File: config.mk
export PLATFORM = sky130hd
export DESIGN_NAME = imem_loader
export DESIGN_NICKNAME = d
export VERILOG_FILES = /design/src/rtl/imem_loader.sv
export SDC_FILE = /design/constraint.sdc
export NUM_CORES = 1
export LEC_CHECK = 0
export CORE_ASPECT_RATIO = 2
export CORE_MARGIN = 4
export CORE_UTILIZATION = 40
export DETAILED_ROUTE_END_ITERATION = 8
export PLACE_DENSITY_LB_ADDON = 0.3
export SYNTH_ARGS = -nofsm -noshare
export SYNTH_HDL_FRONTEND = slang
export SYNTH_SLANG_ARGS = --single-unit
File: constraint.sdc
create_clock -name clk -period 2 [get_ports clk]
set_input_delay 0.4 -clock clk [delete_from_list [all_inputs] [get_ports clk]]
set_output_delay 0.4 -clock clk [all_outputs]
set_load 0.01 [all_outputs]
File: src/rtl/imem_loader.sv
// Program loader: assembles a big-endian byte stream into 32-bit words and writes them to imem
// from word 0 upward, holding the core in reset until a clean load. Optional trailer check: IMEM_LOADER_CHECKSUM_EN.
module imem_loader #(
  parameter int unsigned ADDR_W = 8
) (
  input  logic        clk,
  input  logic        reset_n,
  input  logic        start,
  input  logic [7:0]  rx_data,
  input  logic        rx_valid,
  output logic        rx_ready,
  output logic        imem_we,
  output logic [31:0] imem_addr,
  output logic [31:0] imem_wdata,
  output logic        cpu_reset,
  output logic        busy,
  output logic        done,
  output logic        err,
  output logic [15:0] words_loaded
);

  localparam int unsigned DEPTH = 2 ** ADDR_W;

  typedef enum logic [2:0] {
    S_IDLE, S_LEN_HI, S_LEN_LO, S_DATA, S_CHK, S_DONE, S_ERR
  } state_t;

  state_t      state;
  logic [7:0]  len_hi;
  logic [15:0] n_words;
  logic [1:0]  byte_cnt;
  logic [23:0] shift;
`ifdef IMEM_LOADER_CHECKSUM_EN
  logic [7:0]  xsum;
`endif

  logic        xfer;
  logic        last_word;
  logic [15:0] len_c;

  assign xfer      = rx_valid & rx_ready;
  assign last_word = (words_loaded + 16'd1) == n_words;
  assign len_c     = {len_hi, rx_data};

  // Single-process FSM; every output is a register updated alongside the state.
  always_ff @(posedge clk or negedge reset_n) begin
    if (!reset_n) begin
      state        <= S_IDLE;
      rx_ready     <= 1'b0;
      imem_we      <= 1'b0;
      imem_addr    <= 32'd0;
      imem_wdata   <= 32'd0;
      cpu_reset    <= 1'b1;
      busy         <= 1'b0;
      done         <= 1'b0;
      err          <= 1'b0;
      words_loaded <= 16'd0;
      len_hi       <= 8'd0;
      n_words      <= 16'd0;
      byte_cnt     <= 2'd0;
      shift        <= 24'd0;
`ifdef IMEM_LOADER_CHECKSUM_EN
      xsum         <= 8'd0;
`endif
    end else begin
      imem_we <= 1'b0;
      case (state)
        S_IDLE, S_DONE, S_ERR: begin
          if (start) begin
            state        <= S_LEN_HI;
            rx_ready     <= 1'b1;
            busy         <= 1'b1;
            cpu_reset    <= 1'b1;
            done         <= 1'b0;
            err          <= 1'b0;
            words_loaded <= 16'd0;
            byte_cnt     <= 2'd0;
`ifdef IMEM_LOADER_CHECKSUM_EN
            xsum         <= 8'd0;
`endif
          end
        end
        S_LEN_HI: begin
          if (xfer) begin
            len_hi <= rx_data;
            state  <= S_LEN_LO;
          end
        end
        S_LEN_LO: begin
          if (xfer) begin
            n_words <= len_c;
            if (32'(len_c) > DEPTH) begin
              state    <= S_ERR;
              busy     <= 1'b0;
              err      <= 1'b1;
              rx_ready <= 1'b0;
            end else if (len_c == 16'd0) begin
`ifdef IMEM_LOADER_CHECKSUM_EN
              state     <= S_CHK;
`else
              state     <= S_DONE;
              busy      <= 1'b0;
              done      <= 1'b1;
              cpu_reset <= 1'b0;
              rx_ready  <= 1'b0;
`endif
            end else begin
              state <= S_DATA;
            end
          end
        end
        S_DATA: begin
          // rx_ready low here means the final strobe is on the bus; finish after it.
          if (!rx_ready) begin
            state     <= S_DONE;
            busy      <= 1'b0;
            done      <= 1'b1;
            cpu_reset <= 1'b0;
          end else if (xfer) begin
            shift    <= {shift[15:0], rx_data};
            byte_cnt <= byte_cnt + 2'd1;
`ifdef IMEM_LOADER_CHECKSUM_EN
            xsum     <= xsum ^ rx_data;
`endif
            if (byte_cnt == 2'd3) begin
              imem_we      <= 1'b1;
              imem_addr    <= 32'({words_loaded[ADDR_W-1:0], 2'b00});
              imem_wdata   <= {shift, rx_data};
              words_loaded <= words_loaded + 16'd1;
              if (last_word) begin
`ifdef IMEM_LOADER_CHECKSUM_EN
                state    <= S_CHK;
`else
                rx_ready <= 1'b0;
`endif
              end
            end
          end
        end
`ifdef IMEM_LOADER_CHECKSUM_EN
        S_CHK: begin
          if (xfer) begin
            busy     <= 1'b0;
            rx_ready <= 1'b0;
            if (rx_data == xsum) begin
              state     <= S_DONE;
              done      <= 1'b1;
              cpu_reset <= 1'b0;
            end else begin
              state <= S_ERR;
              err   <= 1'b1;
            end
          end
        end
`endif
        default: state <= S_IDLE;
      endcase
    end
  end

endmodule

==> results.txt <==
Outcome: complete, no violations
Initial DRT Pass Iterations: 4
Ports: 98
Hold_ws: 0.4556 ns
Post-synth ARST share: 1.000
CTS tree: yes
Starting density of the core: 0.4069
P_leak: 3.511 nW
Mapped Cells: 535
Synthesized cell area: 0.005468 mm²
Tcrit/Tclk final: 0.9922
Flops & latches, synth: 115
Ys flop type: dfrtp_1
Pwr Density: 1195 mW/mm²
Worst Reg-to-Reg Cells: 7
First-pass GRT wire length: 24510 µm
Final antenna diode count: 0
Detail Route Antenna Nets: 0
Final setup margin: 0.01559 ns
Longest Clk Path Bufs: 2
HPWL Detailed: 10710 µm
Count leader, synth: nand2_1
Crit path max fanout: 3
Via-to-Cell Ratio: 5.220
Routed Wire Length: 15030 µm
Share of post-route cells with drive strength above 1: 0.2787
Pin count of the biggest net entering global routing: 42
Crit path max-delay family: simple AND/OR/NAND/NOR gates
Ranking of synthesized cells by area: dfrtp_1 52%, mux2_2 9.9%, nand2_1 9.4%
Reg clk slew, reported paths: 0.06 ns
Max-slew violations: 0
Fin crit period: 1.984 ns
CTS Buf Count: 17
Critical path arrival: 2.32 ns
Area of the core: 0.01344 mm²
CP dominant cell by count: nor3_4
Area delta synth->final: 38.33%
CP Buf/Inv Count: 2
Design Area, Final: 0.007564 mm²
Clock skew: 0.008205 ns
Count of cell types in the netlist: 55
Syn avg cell area: 10.22 µm²
All-Layer GR Usage: 0.1980
Final setup violating endpoints: 0
WS Path Type: input port to flop
Worst min path class: input port to async pin
Final Util: 0.5628
Total Power: 9.037 mW
Die area: 0.01572 mm²
FMAX: 503.9 MHz
Worst setup SP type: input port
CTS Root Cell: clkbuf_16
Initial DRC Count: 226
Sink Count: 115
Die Y: 173.3 µm
IO Port Bufs: 73
Grt total ovfl: 0
Post-synth EDFFs: 0
Initial antenna violation count: 0
Worst Setup End Kind: flop
Final Hold Viols: 0
Slowest CP cell: or4_4
Worst slack, placed: -0.4836 ns
# DRC: 0
CTS H-tree lvls: 4
RSZ-0062 raised after global routing: true
Max Cap Viol: 0
Row cnt: 60
Vias in the first global route: 4653
Register area share after synthesis: 0.5265
Worst Path Required: 2.34 ns
Cell taking the most area after synthesis: dfrtp_1
Gp weighted congestion: 0.8287
Reg-to-reg startpoint: words_loaded[0]$_DFFE_PN0P_
Horiz. Die Dim: 90.67 µm
Clk Latency, worst-skew pair: 0.42 ns
Placed cell area: 0.006768 mm²
Critical Path, Cell by Cell: clkdlybuf4s50_1 > or4_4 > nor3_4 > nor3_4 > buf_4 > nor3_2 > o32ai_1 > a21oi_1
Nets: 690
Fillers: 1134
Yosys top cell area share: 0.5217
Peak supply drop: 725.2 µV
DR vias: 4406
Wire per inst: 17.81 µm
YS warnings: 0
RR Endpoint: rx_ready$_DFFE_PN0P_
Register-to-Register Setup Slack: 0.04 ns
Top cells by count, synth: 137 x nand2_1, 114 x dfrtp_1, 48 x mux2_2, 28 x o21ai_0, 26 x buf_4
CP peak stage delay: 0.58 ns
==> worst max path at each step <==
stage | start | endpoint | slack [ns] | depth (start not counted)
2_1_floorplan | words_loaded[4]$_DFFE_PN0P_ | rx_ready$_DFFE_PN0P_ | -0.04 | 8
3_3_place_gp | rx_data[5] | rx_ready$_DFFE_PN0P_ | -0.50 | 7
3_5_place_dp | rx_data[5] | rx_ready$_DFFE_PN0P_ | -0.48 | 7
4_1_cts | words_loaded[0]$_DFFE_PN0P_ | rx_ready$_DFFE_PN0P_ | -0.02 | 7
5_1_grt | words_loaded[0]$_DFFE_PN0P_ | rx_ready$_DFFE_PN0P_ | -0.07 | 7
6_report | rx_data[1] | rx_ready$_DFFE_PN0P_ | 0.02 | 8
==> cell families after synthesis <==
family | count (synthesis) | share of synthesized area
DFF | 115 | 0.5265
AOI/OAI and AO/OA | 70 | 0.08055
other | 1 | 0.0006858
muxes | 48 | 0.09886
xor gates and xnor gates | 25 | 0.04005
adders and majority gates | 2 | 0.004576
buffers and inverters | 60 | 0.07346
and+or+nand+nor | 214 | 0.1753
==> cell usage in the layout (no fill, tap or decap), types with 7 or more instances in the layout <==
master,n
xnor2_1,16
mux2_2,48
o31ai_1,7
buf_4,72
clkdlybuf4s50_1,72
clkbuf_16,17
dfrtp_1,108
a21oi_1,8
xor2_1,7
inv_1,7
nor2_1,18
nand2_1,137
conb_1,24
nand3_1,14
o21ai_0,28
==> through the flow <==
| stage | std cells | TNS, ns |
|---|---|---|
| 2_1_floorplan | 558 | -0.03752 |
| 3_3_place_gp | 810 | -10.02 |
| 3_5_place_dp | 810 | -9.800 |
| 4_1_cts | 843 | -0.02431 |
| 5_1_grt | 844 | -0.08391 |
| 6_report | 844 | 0 |
==> state kept, by name, summed over array words and instances (netlist names) <==
name	cells
busy	1
byte_cnt	2
cpu_reset	1
done	1
err	1
imem_addr	8
imem_wdata	32
imem_we	1
len_hi	8
n_words	16
rx_ready	1
shift	24
state	3
words_loaded	16
==> where the power goes <==
group          switching [mW]  leakage [nW]  total, mW  internal (mW)
logic                    1.06          1.69       2.27           1.21
clock network            1.11         0.309       3.39           2.28
registers               0.484          1.51       3.38           2.89
==> per-layer routing <==
metal  global-route usage  part of all wire
met2               0.3626              0.55
met1               0.2141              0.38
met3              0.04083             0.041
met4              0.09271             0.028
met5                    0                 0
==> area by class of cell <==
| class | count | area [µm²] | share of cell area |
|---|---|---|---|
| Clock buffer | 20 | 456.7 | 0.06038 |
| Clock inverter | 12 | 202.7 | 0.02680 |
| Inverter | 8 | 30.03 | 0.003970 |
| Multi-Input combinational cell | 383 | 2411 | 0.3188 |
| Sequential cell | 115 | 2887 | 0.3816 |
| Tap cell | 155 | 193.9 | 0.02564 |
| Timing Repair Buffer | 151 | 1383 | 0.1828 |
==> repair_timing <==
action                                  4_1_cts  5_1_grt
buffers inserted                              0        1
endpoints found under the hold margin        27        0
pin swaps                                     0        3
hold buffers                                  1        0
endpoints found under the setup margin       15       16
gates resized for setup                       9       19
Note: power is estimated with default switching activity, not from simulation.
